### src/rtl/branch_resolve_if.sv
// Decode lookup, execute resolve, and fetch redirect/perf signals of the branch resolver.
// master drives the lookup PC and resolve info; slave is the resolver itself.
interface branch_resolve_if;
    logic [31:0] lk_pc;
    logic        lk_taken;
    logic        init_busy;
    logic        rs_valid;
    logic        rs_is_branch;
    logic        rs_is_jump;
    logic [31:0] rs_pc;
    logic [31:0] rs_target;
    logic        rs_pred_taken;
    logic        rs_actual_taken;
    logic        flush;
    logic [31:0] redirect_pc;
    logic [31:0] branch_cnt;
    logic [31:0] mispredict_cnt;

    modport master (
        output lk_pc, rs_valid, rs_is_branch, rs_is_jump, rs_pc, rs_target,
               rs_pred_taken, rs_actual_taken,
        input  lk_taken, init_busy, flush, redirect_pc, branch_cnt, mispredict_cnt
    );

    modport slave (
        input  lk_pc, rs_valid, rs_is_branch, rs_is_jump, rs_pc, rs_target,
               rs_pred_taken, rs_actual_taken,
        output lk_taken, init_busy, flush, redirect_pc, branch_cnt, mispredict_cnt
    );
endinterface

### src/rtl/branch_resolve.sv
// Bimodal BHT with branch resolution, registered flush/redirect on mispredict,
// and branch/mispredict perf counters. The BHT is swept to CNT_INIT after reset.
module branch_resolve #(
    parameter int         BHT_ENTRIES  = 64,
    parameter logic [1:0] CNT_INIT     = 2'b01,
    parameter int         FLUSH_CYCLES = 2
) (
    input logic              clk,
    input logic              reset,
    branch_resolve_if.slave  br
);
    localparam int IDX_W = $clog2(BHT_ENTRIES);
    localparam int FC_W  = (FLUSH_CYCLES > 1) ? $clog2(FLUSH_CYCLES) : 1;

    typedef enum logic [1:0] {
        ST_INIT,
        ST_RUN,
        ST_FLUSH
    } state_e;

    state_e            state_q, state_d;
    logic [IDX_W-1:0]  idx_q, idx_d;
    logic [FC_W-1:0]   fcnt_q, fcnt_d;
    logic              flush_q, flush_d;
    logic [31:0]       redirect_q, redirect_d;
    logic [31:0]       branch_cnt_q, branch_cnt_d;
    logic [31:0]       mis_cnt_q, mis_cnt_d;
    logic [1:0]        bht_q [BHT_ENTRIES];
    logic [1:0]        bht_d [BHT_ENTRIES];

    logic [IDX_W-1:0]  lk_idx;
    logic [IDX_W-1:0]  rs_idx;
    logic [1:0]        cur_cnt;

    assign lk_idx = br.lk_pc[IDX_W+1:2];
    assign rs_idx = br.rs_pc[IDX_W+1:2];

    // Lookup reads the registered table, so a same-cycle update is not yet visible.
    assign br.lk_taken       = (state_q != ST_INIT) && bht_q[lk_idx][1];
    assign br.init_busy      = (state_q == ST_INIT);
    assign br.flush          = flush_q;
    assign br.redirect_pc    = redirect_q;
    assign br.branch_cnt     = branch_cnt_q;
    assign br.mispredict_cnt = mis_cnt_q;

    always_comb begin
        state_d      = state_q;
        idx_d        = idx_q;
        fcnt_d       = fcnt_q;
        flush_d      = 1'b0;
        redirect_d   = redirect_q;
        branch_cnt_d = branch_cnt_q;
        mis_cnt_d    = mis_cnt_q;
        bht_d        = bht_q;
        cur_cnt      = bht_q[rs_idx];

        case (state_q)
            ST_INIT: begin
                bht_d[idx_q] = CNT_INIT;
                idx_d        = idx_q + 1'b1;
                if (idx_q == IDX_W'(BHT_ENTRIES - 1)) begin
                    state_d = ST_RUN;
                    idx_d   = '0;
                end
            end
            ST_RUN: begin
                // A branch flag wins over a jump flag; jump-only is redirected by decode.
                if (br.rs_valid && br.rs_is_branch) begin
                    branch_cnt_d = branch_cnt_q + 32'd1;
                    if (br.rs_actual_taken) begin
                        if (cur_cnt != 2'b11) bht_d[rs_idx] = cur_cnt + 2'b01;
                    end else begin
                        if (cur_cnt != 2'b00) bht_d[rs_idx] = cur_cnt - 2'b01;
                    end
                    if (br.rs_pred_taken != br.rs_actual_taken) begin
                        mis_cnt_d  = mis_cnt_q + 32'd1;
                        redirect_d = br.rs_actual_taken ? br.rs_target : br.rs_pc + 32'd4;
                        flush_d    = 1'b1;
                        fcnt_d     = FC_W'(FLUSH_CYCLES - 1);
                        state_d    = ST_FLUSH;
                    end
                end
            end
            ST_FLUSH: begin
                if (fcnt_q == '0) begin
                    state_d = ST_RUN;
                end else begin
                    fcnt_d  = fcnt_q - 1'b1;
                    flush_d = 1'b1;
                end
            end
            default: state_d = ST_INIT;
        endcase
    end

    always_ff @(posedge clk) begin
        if (reset) begin
            state_q      <= ST_INIT;
            idx_q        <= '0;
            fcnt_q       <= '0;
            flush_q      <= 1'b0;
            redirect_q   <= '0;
            branch_cnt_q <= '0;
            mis_cnt_q    <= '0;
        end else begin
            state_q      <= state_d;
            idx_q        <= idx_d;
            fcnt_q       <= fcnt_d;
            flush_q      <= flush_d;
            redirect_q   <= redirect_d;
            branch_cnt_q <= branch_cnt_d;
            mis_cnt_q    <= mis_cnt_d;
        end
    end

    // Table contents need no reset value; the INIT sweep rewrites every entry.
    always_ff @(posedge clk) begin
        if (!reset) begin
            bht_q <= bht_d;
        end
    end
endmodule

### src/flat_wrapper.sv
// flat-port wrapper written by rule: the top's interface ports become plain ports
module branch_resolve_flat 
#(
    parameter int         BHT_ENTRIES  = 64,
    parameter logic [1:0] CNT_INIT     = 2'b01,
    parameter int         FLUSH_CYCLES = 2
)
  (clk, reset, br_lk_pc, br_rs_valid, br_rs_is_branch, br_rs_is_jump, br_rs_pc, br_rs_target, br_rs_pred_taken, br_rs_actual_taken, br_lk_taken, br_init_busy, br_flush, br_redirect_pc, br_branch_cnt, br_mispredict_cnt);
  branch_resolve_if br_i ();
  input logic clk;
  input logic reset;
  input wire logic [$bits(br_i.lk_pc)-1:0] br_lk_pc;
  input wire logic [$bits(br_i.rs_valid)-1:0] br_rs_valid;
  input wire logic [$bits(br_i.rs_is_branch)-1:0] br_rs_is_branch;
  input wire logic [$bits(br_i.rs_is_jump)-1:0] br_rs_is_jump;
  input wire logic [$bits(br_i.rs_pc)-1:0] br_rs_pc;
  input wire logic [$bits(br_i.rs_target)-1:0] br_rs_target;
  input wire logic [$bits(br_i.rs_pred_taken)-1:0] br_rs_pred_taken;
  input wire logic [$bits(br_i.rs_actual_taken)-1:0] br_rs_actual_taken;
  output wire logic [$bits(br_i.lk_taken)-1:0] br_lk_taken;
  output wire logic [$bits(br_i.init_busy)-1:0] br_init_busy;
  output wire logic [$bits(br_i.flush)-1:0] br_flush;
  output wire logic [$bits(br_i.redirect_pc)-1:0] br_redirect_pc;
  output wire logic [$bits(br_i.branch_cnt)-1:0] br_branch_cnt;
  output wire logic [$bits(br_i.mispredict_cnt)-1:0] br_mispredict_cnt;
  assign br_i.lk_pc = br_lk_pc;
  assign br_i.rs_valid = br_rs_valid;
  assign br_i.rs_is_branch = br_rs_is_branch;
  assign br_i.rs_is_jump = br_rs_is_jump;
  assign br_i.rs_pc = br_rs_pc;
  assign br_i.rs_target = br_rs_target;
  assign br_i.rs_pred_taken = br_rs_pred_taken;
  assign br_i.rs_actual_taken = br_rs_actual_taken;
  assign br_lk_taken = br_i.lk_taken;
  assign br_init_busy = br_i.init_busy;
  assign br_flush = br_i.flush;
  assign br_redirect_pc = br_i.redirect_pc;
  assign br_branch_cnt = br_i.branch_cnt;
  assign br_mispredict_cnt = br_i.mispredict_cnt;
  branch_resolve #(.BHT_ENTRIES(BHT_ENTRIES), .CNT_INIT(CNT_INIT), .FLUSH_CYCLES(FLUSH_CYCLES)) u_core (.clk(clk), .reset(reset), .br(br_i));
endmodule
### config.mk
export PLATFORM = sky130hd
export DESIGN_NAME = branch_resolve_flat
export DESIGN_NICKNAME = d
export VERILOG_FILES = /design/src/rtl/branch_resolve_if.sv /design/src/rtl/branch_resolve.sv /design/src/flat_wrapper.sv
export SDC_FILE = /design/constraint.sdc
export NUM_CORES = 1
export LEC_CHECK = 0
export CELL_PAD_IN_SITES_DETAIL_PLACEMENT = 0
export CELL_PAD_IN_SITES_GLOBAL_PLACEMENT = 1
export CORE_ASPECT_RATIO = 0.6
export CORE_UTILIZATION = 25
export DETAILED_ROUTE_END_ITERATION = 6
export HOLD_SLACK_MARGIN = 0.15
export MAX_ROUTING_LAYER = met4
export PLACE_DENSITY = 0.64
export SYNTH_ARGS = -nofsm -noshare
export SYNTH_HDL_FRONTEND = slang
export SYNTH_SLANG_ARGS = --single-unit
### constraint.sdc
create_clock -name clk -period 5.31 [get_ports clk]
set_clock_uncertainty 0.15 [all_clocks]
set_input_delay 1.062 -clock clk [delete_from_list [all_inputs] [get_ports clk]]
set_output_delay 1.062 -clock clk [all_outputs]
set_load 0.05 [all_outputs]
==> flow_summary.ini, run 1 <==
[layout]
final_cell_count_no_fill = 2495
drive_gt1_share_pct = 11.0
synthToLayoutAreaGrowth_pct = 25.9
postLayoutCoreUtil_pct = 31.9
finalNetCount = 1825
stdcell_area_um2 = 17800
fillers = 5847

[synthesis]
synth.distinct_cells = 81
synth-seq-cells = 234
synthAdderAreaFrac_pct = 0.885
synth.avg_cell_area_um2 = 9.04
synth-simple-area-share_pct = 20.9
synth_nets = 1677
muxShareOfSynthArea_pct = 7.57
async_flop_share_pct = 0
ys.flop_type = edfxtp_1
synth-edff-count = 128
synth_top_area_cell = edfxtp_1
synthCells = 1564
synth_top_family_by_area = simple AND/OR/NAND/NOR gates
synthMostInstantiatedCell = nor2_1
synthTopCellsByCount = nor2_1 (201), nand2_1 (139), edfxtp_1 (128)
synth-compound-area-share_pct = 18.2
syn_area_um2 = 14100
synthTopCellsByArea = edfxtp_1 (27%), dfxtp_1 (15%), nor2_1 (5.3%), mux4_2 (4.8%), a21oi_1 (4.0%)
yosys.area.top_type_share_pct = 27.2
synth-xor-area-share_pct = 4.35
yosysWarnings = 0
seq_area_frac_synth_pct = 42.2

[placement]
io_buffers = 174
place_area_um2 = 16900
globalplace.congestion = 0.944
dp.cells = 2443
hpwlAfterDp_mm = 43.0
dpl_worst_slack_ps = 236

[floorplan]
ioPinCount = 202
die_area_um2 = 57500
die_width_um = 309
die_h_um = 186
core_area_um2 = 55800
initial_core_util_pct = 25.3
rows = 67

[power_and_ir_drop]
comb_power_share_pct = 13.8
power_mw = 4.69
clock_power_share_pct = 41.6
power_density_nw_per_um2 = 264
power.switching_mw = 1.28
p_int_mw = 3.42
sw_frac_of_total_pct = 27.2
power_frac_seq_pct = 44.6
peakVddDrop_uv = 231
leakage_nw = 5.96

[status]
status = finished, final reports clean

[clock_tree]
cts-htree-levels = 1
cts.repair.resized = 0
ctsLongestPathBuffers = 3
post-cts-setup-buffer-count = 0
clock-root-buffer = clkbuf_16
clkLatencyLatePin_ps = 560
holdBufCountCts = 0
cts_buffers = 26
path_clk_slew_ps = 60
clock-sinks = 234
cts_tree = yes

[sta]
finalSetupViolations = 0
final.min_clock_period_ps = 4890
finalSetupTns_ps = 0
hold_slack_ps = 303
maxSlewHeadroom_pct = 22.6
fmax_mhz = 204
hold_viol_final = 0
rsz0062_at_grt = false
tightest_slew_ps = 1150
period_share_pct = 92.2
setup_ws_ps = 416
slew_violations = 0

[global_routing]
gr-total-overflow = 0
grt_pass1_vias = 12500
grt_max_degree = 79
grt_use_total_pct = 20.5
antenna_found_initial = 2
grt_pass1_wl_mm = 85.2

[job]
maxCapViolCount = 0

[critical_path]
reg2reg_depth = 11
cp-start-kind = primary input
critical_path_class = primary input to output port
endpoint_kind = output port
required_ps = 4100
path_max_fanout = 12
cp.arrival_ps = 3680

[hold_path]
hold_path.class = flip-flop to flip-flop
hold_depth = 2

[detailed_routing]
vias_per_cell = 5.46
drtAntennaViolNets = 0
num_vias = 13600
route.detailed.drc = 0
wl_per_cell_um = 23.7
drt_iter0_drc = 1688
wl_mm = 59.2
first_pass_iters = 5
[per-layer routing]
| metal | global-route usage [%] | vias to the layer above | wire length, µm |
|---|---|---|---|
| li1 | - | 6123 | - |
| met1 | 30.0 | 6710 | 27200 |
| met2 | 27.0 | 724 | 23900 |
| met3 | 6.47 | 74 | 6980 |
| met4 | 4.04 | 0 | 1120 |
| met5 | - | - | 0 |
[cells by family (layout without fill, tap and decap cells)]
logic type | after synthesis | count (layout)
buffers and inverters | 202 | 370
other | 0 | 4
DFF | 234 | 234
and+or+nand+nor | 588 | 588
adders and majority gates | 10 | 10
AOI/OAI and AO/OA | 394 | 394
muxes | 68 | 68
xor gates and xnor gates | 68 | 68
[critical path, cell delays in order]
cell             delay [ps]
clkdlybuf4s50_1         520
buf_12                  210
mux4_2                  560
o311ai_0                370
nor3_1                  110
o41ai_1                 490
buf_4                   220
buf_12                  130
[final timing paths]
| kind | from | end | slack, ps |
|---|---|---|---|
| max | br_lk_pc[2] | br_lk_taken | 420 |
| min | u_core.br.redirect_pc[4]$_SDFFE_PP0P_ | u_core.br.redirect_pc[4]$_SDFFE_PP0P_ | 300 |
| max reg2reg | u_core.bht_q[15]$_DFFE_PP_ | u_core.bht_q[51]$_DFFE_PP_ | 1290 |
| min reg2reg | u_core.br.redirect_pc[4]$_SDFFE_PP0P_ | u_core.br.redirect_pc[4]$_SDFFE_PP0P_ | 300 |
[area by class of cell]
| class | instances | area, µm² | area share [%] |
|---|---|---|---|
| flip-flops and latches | 234 | 5970 | 33.5 |
| multi-input cells | 1128 | 7360 | 41.4 |
| clock buffers | 32 | 746 | 4.19 |
| clock inverters | 16 | 159 | 0.893 |
| repair buffers | 244 | 2300 | 13.0 |
| inverters | 78 | 293 | 1.65 |
| well taps | 759 | 950 | 5.34 |
| diodes | 4 | 10.0 | 0.0563 |
[sequential cells by signal (all words and copies together) (netlist names)]
name / count
u_core.state_q: 2
u_core.fcnt_q: 1
u_core.br.branch_cnt: 32
u_core.idx_q: 6
u_core.br.redirect_pc: 32
u_core.bht_q: 128
u_core.br.mispredict_cnt: 32
u_core.br.flush: 1
[layout by cell type (no fill, tap or decap), drive strengths merged, types with 37 or more instances in the layout]
master         instances
nand4                 38
dfxtp                106
o22ai                 37
o21ai                 69
clkdlybuf4s50        168
a21oi                115
o32ai                 65
edfxtp               128
nand2                139
buf                   76
nor2                 201
inv                   77
xor2                  40
nand3                 44
[power by group through the flow]
stage	sequential [mW]	clock, mW	combinational [mW]
finish	2.09	1.95	0.648
global route	2.09	2.07	0.683
CTS	2.08	2.00	0.629
detailed placement	2.12	0	0.625
global placement	2.12	0	0.615
floorplan	2.08	0	0.385
No activity file was read; power rests on OpenSTA's default activity.
==> inputs of run 2 (changes only) <==
- CORE_MARGIN: not set -> 10
==> flow_summary.ini, run 2 (synthesis results as in run 1) <==
[global_routing]
grt_pass1_wl_mm = 87.2
antenna_found_initial = 3
grt_use_total_pct = 17.7
grt_max_degree = 90
grt_pass1_vias = 12500
gr-total-overflow = 0

[detailed_routing]
wl_mm = 61.3
vias_per_cell = 5.45
dr.max_layer_used = met4
wl_met3_mm = 8.08
drt_iter0_drc = 1548
routed-wl-met2_mm = 24.6
m1WireLength_mm = 27.6
num_vias = 13600
first_pass_iters = 5
route.detailed.drc = 0
wl_per_cell_um = 24.5
drtAntennaViolNets = 0

[power_and_ir_drop]
leakage_nw = 5.93
power_density_nw_per_um2 = 259
peakVddDrop_uv = 215

[hold_path]
min_from = u_core.br.redirect_pc[14]$_SDFFE_PP0P_
hold_path.class = flip-flop to flip-flop
hold_depth = 2

[layout]
finalNetCount = 1832
regMostFlops = u_core.bht_q
drive_gt1_share_pct = 11.1
synthToLayoutAreaGrowth_pct = 25.6
mostFrequentLayoutCells = nor2_1 (200), clkdlybuf4s50_1 (168), nand2_1 (139)
layout_commonest_cell = nor2_1
largest_register_ffs = 128

[sta]
period_share_pct = 89.8
final.min_clock_period_ps = 4770
fmax_mhz = 210
finalSetupViolations = 0
maxSlewHeadroom_pct = 4.14
slew_violations = 0
tightest_slew_ps = 1430
setup_ws_ps = 541
rsz0062_at_grt = false
finalSetupTns_ps = 0
hold_viol_final = 0

[clock_tree]
post-cts-setup-buffer-count = 0
cts_tree = yes
cts_buffers = 27
holdBufCountCts = 0
path_clk_slew_ps = 60
cts.repair.resized = 0
clock-root-buffer = clkbuf_16
clock-sinks = 234
cts-htree-levels = 1
clkLatencyLatePin_ps = 580
ctsLongestPathBuffers = 3

[floorplan]
die_h_um = 204
core_area_um2 = 55800
rows = 67
ioPinCount = 202
die_area_um2 = 66700
die_width_um = 327
initial_core_util_pct = 25.3

[critical_path]
critical_path_class = primary input to output port
cp.arrival_ps = 3560
cp-start-kind = primary input
path_max_fanout = 9
required_ps = 4100
r2r_start = u_core.bht_q[32]$_DFFE_PP_
reg2reg_depth = 11
endpoint_kind = output port
cp-startpoint = br_lk_pc[2]

[job]
maxCapViolCount = 0

[placement]
globalplace.congestion = 0.958
dpl_worst_slack_ps = 342
hpwlAfterDp_mm = 44.4
io_buffers = 174

[status]
status = finished, final reports clean
==> run 2: cell types whose count changed in the layout (fill, tap and decap cells not counted), moves of 3 or more <==
cell        before  now
buf_4           67   74
clkbuf_1         1    5
clkinv_2         7    3
clkinvlp_4       0    3
==> run 2: path summary, 6_finish.rpt <==
path,to,slack [ps]
worst max register to register,u_core.bht_q[28]$_DFFE_PP_,1490
worst min-delay path,u_core.br.redirect_pc[14]$_SDFFE_PP0P_,300
worst max-delay path,br_lk_taken,540
worst min register to register,u_core.br.redirect_pc[14]$_SDFFE_PP0P_,300
==> run 2: worst max-delay path, stage by stage <==
cell and delay [ps]:
clkdlybuf4s50_1 450, buf_4 260, mux4_2 590, o311ai_0 410, nor3_1 100, o41ai_1 350, buf_4 200, buf_12 130
==> run 2: metal layers <==
layer,global-route usage [%],vias up
li1,-,6134
met1,25.4,6671
met2,23.2,761
met3,6.62,72
met4,3.32,0
met5,-,-
==> run 2: stage by stage <==
step / utilization [%] / total power, mW / cell area, µm² / hold slack [ps] / std cells
after global routing: 31.8 / 4.76 / 17800 / 323 / 2501
after floorplan: - / 2.47 / 14100 / 316 / 1564
after CTS: 31.8 / 4.61 / 17700 / 304 / 2499
after detailed placement: 30.3 / 2.75 / 16900 / 296 / 2449
final: 31.8 / 4.60 / 17800 / 305 / 2501
after global placement: 30.3 / 2.74 / 16900 / 290 / 2449
==> run 2: report_power, final <==
part	switching, mW	leakage (nW)	internal, mW
clock	0.858	0.400	1.00
sequential	0.0757	2.10	2.02
combinational	0.385	3.43	0.261
==> run 2: cell type report <==
| cell class | count | area [µm²] |
|---|---|---|
| multi-input combinational | 1128 | 7360 |
| inverter | 78 | 293 |
| sequential | 234 | 5970 |
| tap | 759 | 950 |
| clock inverter | 17 | 131 |
| antenna | 2 | 5.00 |
| clock buffer | 33 | 708 |
| fill | 5852 | 38100 |
| timing repair buffer | 250 | 2340 |
